File: src/rtl/mod_arbiter_if.sv
// Bus bundle between the round-robin arbiter and its environment: the
// requester-side handshake (req/operands in, ack/response out) and the
// shared modulo unit side (start/operands out, done/result in).
interface mod_arbiter_if #(
  parameter int N_REQ = 4,
  parameter int WIDTH = 32
);
  // requester side
  logic [N_REQ-1:0]       req;
  logic [N_REQ*WIDTH-1:0] req_a;
  logic [N_REQ*WIDTH-1:0] req_b;
  logic [N_REQ-1:0]       ack;
  logic [WIDTH-1:0]       rsp_result;
  logic                   rsp_err;
  // shared modulo unit side
  logic                   mod_start;
  logic [WIDTH-1:0]       mod_a;
  logic [WIDTH-1:0]       mod_b;
  logic                   mod_reset;
  logic [WIDTH-1:0]       mod_result;
  logic                   mod_done;

  // arbiter view
  modport master (
    input  req, req_a, req_b, mod_result, mod_done,
    output ack, rsp_result, rsp_err, mod_start, mod_a, mod_b, mod_reset
  );

  // environment view (clients plus the modulo unit)
  modport slave (
    output req, req_a, req_b, mod_result, mod_done,
    input  ack, rsp_result, rsp_err, mod_start, mod_a, mod_b, mod_reset
  );
endinterface

File: src/rtl/mod_arbiter.sv
// Round-robin arbiter that shares one sequential modulo unit among N_REQ
// clients. The winner's operands are latched, the unit is started, and its
// result is returned with a one-cycle one-hot ack. A zero divisor is answered
// immediately with an error; a unit that never finishes is reset and the
// client gets an error response.
module mod_arbiter #(
  parameter int N_REQ   = 4,
  parameter int WIDTH   = 32,
  parameter int TIMEOUT = 1024
) (
  input  logic         clk,
  input  logic         reset,
  output logic         busy,
  mod_arbiter_if.master bus
);

  localparam int IW = (N_REQ > 1) ? $clog2(N_REQ) : 1;
  localparam int CW = $clog2(TIMEOUT + 1);

  typedef enum logic [2:0] {
    S_IDLE,
    S_ISSUE,
    S_WAIT,
    S_ABORT,
    S_RESP
  } state_t;

  state_t           state_q, state_d;
  logic [IW-1:0]    last_q, last_d;
  logic [IW-1:0]    grant_q, grant_d;
  logic [WIDTH-1:0] a_q, a_d;
  logic [WIDTH-1:0] b_q, b_d;
  logic [WIDTH-1:0] res_q, res_d;
  logic             err_q, err_d;
  logic [CW-1:0]    cnt_q, cnt_d;
  logic [CW-1:0]    cnt_inc;

  logic             pick_vld;
  logic [IW-1:0]    pick_idx;
  logic [WIDTH-1:0] pick_a;
  logic [WIDTH-1:0] pick_b;

  // Returns {found, index} of the first set request after 'last', wrapping.
  // Scanning from the farthest offset down lets the nearest one win, and the
  // previous winner itself (offset N_REQ) ends up with the lowest priority.
  function automatic logic [IW:0] rr_pick(input logic [N_REQ-1:0] req,
                                          input logic [IW-1:0]    last);
    logic [IW:0]   r;
    logic [IW-1:0] sel;
    int            idx;
    r = '0;
    for (int k = N_REQ; k >= 1; k--) begin
      idx = int'(last) + k;
      if (idx >= N_REQ) idx = idx - N_REQ;
      sel = IW'(idx);
      if (req[sel]) r = {1'b1, sel};
    end
    return r;
  endfunction

  // Arbitration and operand mux for the current winner candidate.
  always_comb begin
    int base;
    {pick_vld, pick_idx} = rr_pick(bus.req, last_q);
    base    = int'(pick_idx) * WIDTH;
    pick_a  = bus.req_a[base +: WIDTH];
    pick_b  = bus.req_b[base +: WIDTH];
    cnt_inc = cnt_q + CW'(1);
  end

  // Next-state logic and output decode of the sequencing FSM.
  always_comb begin
    state_d        = state_q;
    last_d         = last_q;
    grant_d        = grant_q;
    a_d            = a_q;
    b_d            = b_q;
    res_d          = res_q;
    err_d          = err_q;
    cnt_d          = cnt_q;
    busy           = (state_q != S_IDLE);
    bus.mod_start  = 1'b0;
    bus.mod_reset  = reset;
    bus.mod_a      = a_q;
    bus.mod_b      = b_q;
    bus.ack        = '0;
    bus.rsp_result = '0;
    bus.rsp_err    = 1'b0;

    case (state_q)
      S_IDLE: begin
        if (pick_vld) begin
          grant_d = pick_idx;
          a_d     = pick_a;
          b_d     = pick_b;
          cnt_d   = '0;
          if (pick_b == '0) begin
            // zero divisor: answer at once, the unit is never started
            res_d   = '0;
            err_d   = 1'b1;
            state_d = S_RESP;
          end else begin
            err_d   = 1'b0;
            state_d = S_ISSUE;
          end
        end
      end
      S_ISSUE: begin
        bus.mod_start = 1'b1;
        cnt_d         = '0;
        state_d       = S_WAIT;
      end
      S_WAIT: begin
        if (bus.mod_done) begin
          res_d   = bus.mod_result;
          err_d   = 1'b0;
          state_d = S_RESP;
        end else begin
          cnt_d = cnt_inc;
          if (cnt_inc == CW'(TIMEOUT)) state_d = S_ABORT;
        end
      end
      S_ABORT: begin
        bus.mod_reset = 1'b1;
        res_d         = '0;
        err_d         = 1'b1;
        state_d       = S_RESP;
      end
      S_RESP: begin
        bus.ack        = N_REQ'(1) << grant_q;
        bus.rsp_result = res_q;
        bus.rsp_err    = err_q;
        last_d         = grant_q;
        state_d        = S_IDLE;
      end
      default: state_d = S_IDLE;
    endcase
  end

  // State and datapath registers; reset abandons any operation in flight.
  always_ff @(posedge clk) begin
    if (reset) begin
      state_q <= S_IDLE;
      last_q  <= IW'(N_REQ - 1);
      grant_q <= '0;
      a_q     <= '0;
      b_q     <= '0;
      res_q   <= '0;
      err_q   <= 1'b0;
      cnt_q   <= '0;
    end else begin
      state_q <= state_d;
      last_q  <= last_d;
      grant_q <= grant_d;
      a_q     <= a_d;
      b_q     <= b_d;
      res_q   <= res_d;
      err_q   <= err_d;
      cnt_q   <= cnt_d;
    end
  end

endmodule

File: src/flat_wrapper.sv
// flat-port wrapper written by rule: the top's interface ports become plain ports
module mod_arbiter_flat 
#(
  parameter int N_REQ   = 4,
  parameter int WIDTH   = 32,
  parameter int TIMEOUT = 1024
)
  (clk, reset, busy, bus_req, bus_req_a, bus_req_b, bus_mod_result, bus_mod_done, bus_ack, bus_rsp_result, bus_rsp_err, bus_mod_start, bus_mod_a, bus_mod_b, bus_mod_reset);
  mod_arbiter_if #(.N_REQ(N_REQ), .WIDTH(WIDTH)) bus_i ();
  input  logic clk;
  input  logic reset;
  output logic busy;
  input wire logic [$bits(bus_i.req)-1:0] bus_req;
  input wire logic [$bits(bus_i.req_a)-1:0] bus_req_a;
  input wire logic [$bits(bus_i.req_b)-1:0] bus_req_b;
  input wire logic [$bits(bus_i.mod_result)-1:0] bus_mod_result;
  input wire logic [$bits(bus_i.mod_done)-1:0] bus_mod_done;
  output wire logic [$bits(bus_i.ack)-1:0] bus_ack;
  output wire logic [$bits(bus_i.rsp_result)-1:0] bus_rsp_result;
  output wire logic [$bits(bus_i.rsp_err)-1:0] bus_rsp_err;
  output wire logic [$bits(bus_i.mod_start)-1:0] bus_mod_start;
  output wire logic [$bits(bus_i.mod_a)-1:0] bus_mod_a;
  output wire logic [$bits(bus_i.mod_b)-1:0] bus_mod_b;
  output wire logic [$bits(bus_i.mod_reset)-1:0] bus_mod_reset;
  assign bus_i.req = bus_req;
  assign bus_i.req_a = bus_req_a;
  assign bus_i.req_b = bus_req_b;
  assign bus_i.mod_result = bus_mod_result;
  assign bus_i.mod_done = bus_mod_done;
  assign bus_ack = bus_i.ack;
  assign bus_rsp_result = bus_i.rsp_result;
  assign bus_rsp_err = bus_i.rsp_err;
  assign bus_mod_start = bus_i.mod_start;
  assign bus_mod_a = bus_i.mod_a;
  assign bus_mod_b = bus_i.mod_b;
  assign bus_mod_reset = bus_i.mod_reset;
  mod_arbiter #(.N_REQ(N_REQ), .WIDTH(WIDTH), .TIMEOUT(TIMEOUT)) u_core (.clk(clk), .reset(reset), .busy(busy), .bus(bus_i));
endmodule
File: config.mk
export PLATFORM = sky130hd
export DESIGN_NAME = mod_arbiter_flat
export DESIGN_NICKNAME = d
export VERILOG_FILES = /design/src/rtl/mod_arbiter_if.sv /design/src/rtl/mod_arbiter.sv /design/src/flat_wrapper.sv
export SDC_FILE = /design/constraint.sdc
export NUM_CORES = 1
export LEC_CHECK = 0
export ABC_AREA = 0
export BUFFER_PORTS_ARGS = -buffer_cell sky130_fd_sc_hd__buf_4
export CORE_AREA = 2 2 155 157
export CTS_CLUSTER_DIAMETER = 120
export DETAILED_ROUTE_END_ITERATION = 12
export DIE_AREA = 0 0 157 159
export HOLD_SLACK_MARGIN = 0.05
export PLACE_DENSITY_LB_ADDON = 0.1
export SLEW_MARGIN = 0
export SYNTH_ARGS = -nofsm -noshare
export SYNTH_HDL_FRONTEND = slang
export SYNTH_SLANG_ARGS = --single-unit
File: constraint.sdc
create_clock -name clk -period 5.9 [get_ports clk]
set_input_delay 1.18 -clock clk [delete_from_list [all_inputs] [get_ports clk]]
set_output_delay 1.18 -clock clk [all_outputs]
set_load 0.02 [all_outputs]
==> impl_results.md <==
- Status: complete, no violations
- Die Ht: 159 microns
- Sequential fraction of the synthesis area: 31.6%
- Hold Crit Class: flop to flop
- Clock Power Share: 22.0%
- Largest net degree at the start of global routing: 105
- Post-route ant nets: 0
- Routed len/inst: 18.7 microns
- Startpoint types: primary input
- Cell count after synthesis: 1054
- Total CTS buffers: 17
- Most common cell on crit path: buf_4
- CTS resizes: 0
- Peak supply drop: 0.336 mV
- EDFF count, synth: 0
- Yosys top cell by area: dfxtp_1
- Yosys top cell area share: 31.6%
- Post-layout util: 47.8%
- Worst Setup SP: bus_req[3]
- Pwr dens: 466 nW/um^2
- Critical Path Stages: 9
- Ports: 399
- Hpwl dp: 23600 microns
- CP max stage cell: nor3_4
- Worst-case reg-to-reg path depth: 8
- Horiz. Die Dim: 157 microns
- Metal-1 WL: 13000 microns
- Relative slew slack: 27.2%
- Period minus WS final: 4310 ps
- Worst endpoint required time: 6200 ps
- Layout area overhead: 52.0%
- Internal power component: 2.84 mW
- Core footprint: 23200 sq um
- Fin Setup TNS: 0 ps
- CTS tree: built
- Total grt overflow: 0
- Crit-path cells: buf_4 -> nand2b_1 -> a21oi_2 -> nor3_4 -> mux4_1 -> or4_1 -> or3_1 -> buf_4 -> a221o_1
- Final Slew Violations: 0
- Post-synth top flop: dfxtp_1
- Hold Fails Final Rpt: 0
- CP Capture Type: flop
- Via count: 8992
- Met2 WL: 15300 microns
- Post-Place Setup Slack: 1130 ps
- # Max-Cap Violations: 0
- Async SR Flop Fraction: 0%
- Synth warn: 0
- Skew-Pair Late Insertion Delay: 420 ps
- CP Buf/Inv Count: 2
- RR Endpoint: u_core.res_q[12]
- Share of layout cells above drive strength 1: 33.2%
- Crit path max-delay family: simple AND/OR/NAND/NOR gates
- Register-to-Register Setup Slack: 2050 ps
- Commonest cells after routing, fill and taps aside: buf_4 (413), nand2_1 (361), dfxtp_1 (115), a21oi_1 (78), and3_1 (73)
- Avg Cell Area, Syn: 6.92 sq um
- WL met3: 2380 microns
- Critical path class: primary input to flop
- Crit path largest cell delay: 790 ps
- Switching Share: 45.1%
- Final nets: 1682
- Residual DRC: 0
- Worst-path clk slew: 60 ps
- Switch Pwr: 2.33 mW
- Row count: 56
- Commonest non-fill, non-tap cell in the layout: buf_4
- Post-synthesis cell area: 7290 sq um
- Critical path endpoint: u_core.res_q[12]
- Yosys cell types: 50
- Vias in the first global route: 8885
- Initial drt markers: 671
- # Post-CTS Setup Buffers: 0
- Actual slew at the worst max-slew pin: 1090 ps
- Final setup viols: 0
- CTS root buf: clkbuf_16
- FMAX: 232 MHz
- Critical path arrival: 4610 ps
- Die area: 25000 sq um
- Hold_buf cts: 0
- Initial Util: 31.5%
- RSZ-0062 raised after global routing: no
- Reg2reg start: u_core.last_q[0]
- CTS sink count: 115
- Initial antenna violation count: 1
- Number of synthesized register bits: 115
- Worst-case clock buffer depth: 2
- Logic pwr share: 52.5%
- H-tree depth: 4
- P_leak: 5.26 nW
- GRT Total Usage: 25.6%
- Clock skew: 8.30 ps
- DR top layer: met4
- Vias/cell: 5.23
- Post-Syn Nets: 1350
- Worst-path maximum fanout: 32
- Buffers on Ports: 398
- First-pass GRT wire length: 49900 microns
- Sequential power share: 25.5%
- Final worst setup slack: 1590 ps
- Gpl congestion: 0.912
- Top post-synthesis cells by area: dfxtp_1 (32%), nand2_1 (19%), and3_1 (6.3%)
- Final period util: 73.1%
- Total Wirelength: 32200 microns
- Drt first pass iters: 5
==> cell usage after synthesis, drive strengths merged (2+ instances only) <==
master / instances
a211oi: 2
a21o: 3
a21oi: 80
a221o: 33
a32o: 32
and2: 2
and3: 73
buf: 12
clkbuf: 88
dfxtp: 115
inv: 5
mux2i: 2
mux4: 7
nand2: 362
nand2b: 8
nand3: 62
nand3b: 7
nand4: 5
nor2: 22
nor2b: 2
nor3: 7
nor3b: 2
nor4: 24
o211ai: 59
o21ai: 12
o31ai: 2
or2: 3
or3: 5
or4: 6
xor2: 2
==> sequential cells by signal, summed over array words and instances, names as in the netlist <==
register and flops:
u_core.grant_q 2, u_core.res_q 32, u_core.bus.mod_a 32, u_core.bus.mod_b 32, u_core.cnt_q 11, u_core.err_q 1, u_core.state_q 3, u_core.last_q 2
==> worst min-delay path by stage <==
stage                    startpoint                    to  slack, ps  cells after the start
2_1_floorplan          u_core.err_q          u_core.err_q        460                      2
3_5_place_dp   u_core.bus.mod_a[12]  u_core.bus.mod_a[12]        450                      2
6_report        u_core.bus.mod_a[2]   u_core.bus.mod_a[2]        450                      2
4_1_cts        u_core.bus.mod_a[12]  u_core.bus.mod_a[12]        460                      2
5_1_grt         u_core.bus.mod_b[9]   u_core.bus.mod_b[9]        470                      2
3_3_place_gp   u_core.bus.mod_a[17]  u_core.bus.mod_a[17]        440                      2
==> layer usage <==
metal | vias to the layer above | GRT usage [%]
met4 | 0 | 12.3
met3 | 82 | 6.86
met1 | 4129 | 30.7
met5 | - | 0
li1 | 4439 | -
met2 | 342 | 42.2
==> through the flow <==
step / area, sq um / total power [mW] / hold WS [ps] / instances
2_1_floorplan: 7290 / 2.99 / 463 / 1054
3_3_place_gp: 10400 / 4.02 / 444 / 1686
3_5_place_dp: 10400 / 4.05 / 448 / 1686
4_1_cts: 11100 / 5.20 / 456 / 1718
5_1_grt: 11100 / 5.54 / 473 / 1719
6_report: 11100 / 5.16 / 451 / 1719
==> worst reg2reg max path: stages, from the launching register on <==
cell and delay (ps):
dfxtp_1 370, nand2b_1 200, a21oi_2 120, nor3_4 790, mux4_1 680, or4_1 580
or3_1 350, buf_4 260, a221o_1 380
==> power groups by stage <==
stage,registers [mW],clock network (mW),logic (mW)
3_3_place_gp,1.32,0,2.71
6_report,1.32,1.13,2.71
5_1_grt,1.36,1.19,2.99
4_1_cts,1.31,1.16,2.73
2_1_floorplan,1.53,0,1.47
3_5_place_dp,1.32,0,2.73
==> final cells by class <==
cell class / count / area (sq um)
Antenna cell: 1 / 2.50
Clock buffer: 18 / 439
Clock inverter: 14 / 203
Fill cell: 2358 / 12100
Inverter: 5 / 18.8
Multi-Input combinational cell: 834 / 4630
Sequential cell: 115 / 2300
Tap cell: 319 / 399
Timing Repair Buffer: 413 / 3100
==> logic make-up after synthesis <==
group,Yosys count,synth area share (%)
AOI/OAI and AO/OA,231,23.1
xor gates and xnor gates,3,0.360
adders and majority gates,1,0.171
buffers and inverters,105,5.61
DFF,115,31.6
muxes,9,2.54
and+or+nand+nor,590,36.7
Note: power is estimated with default switching activity, not from simulation.
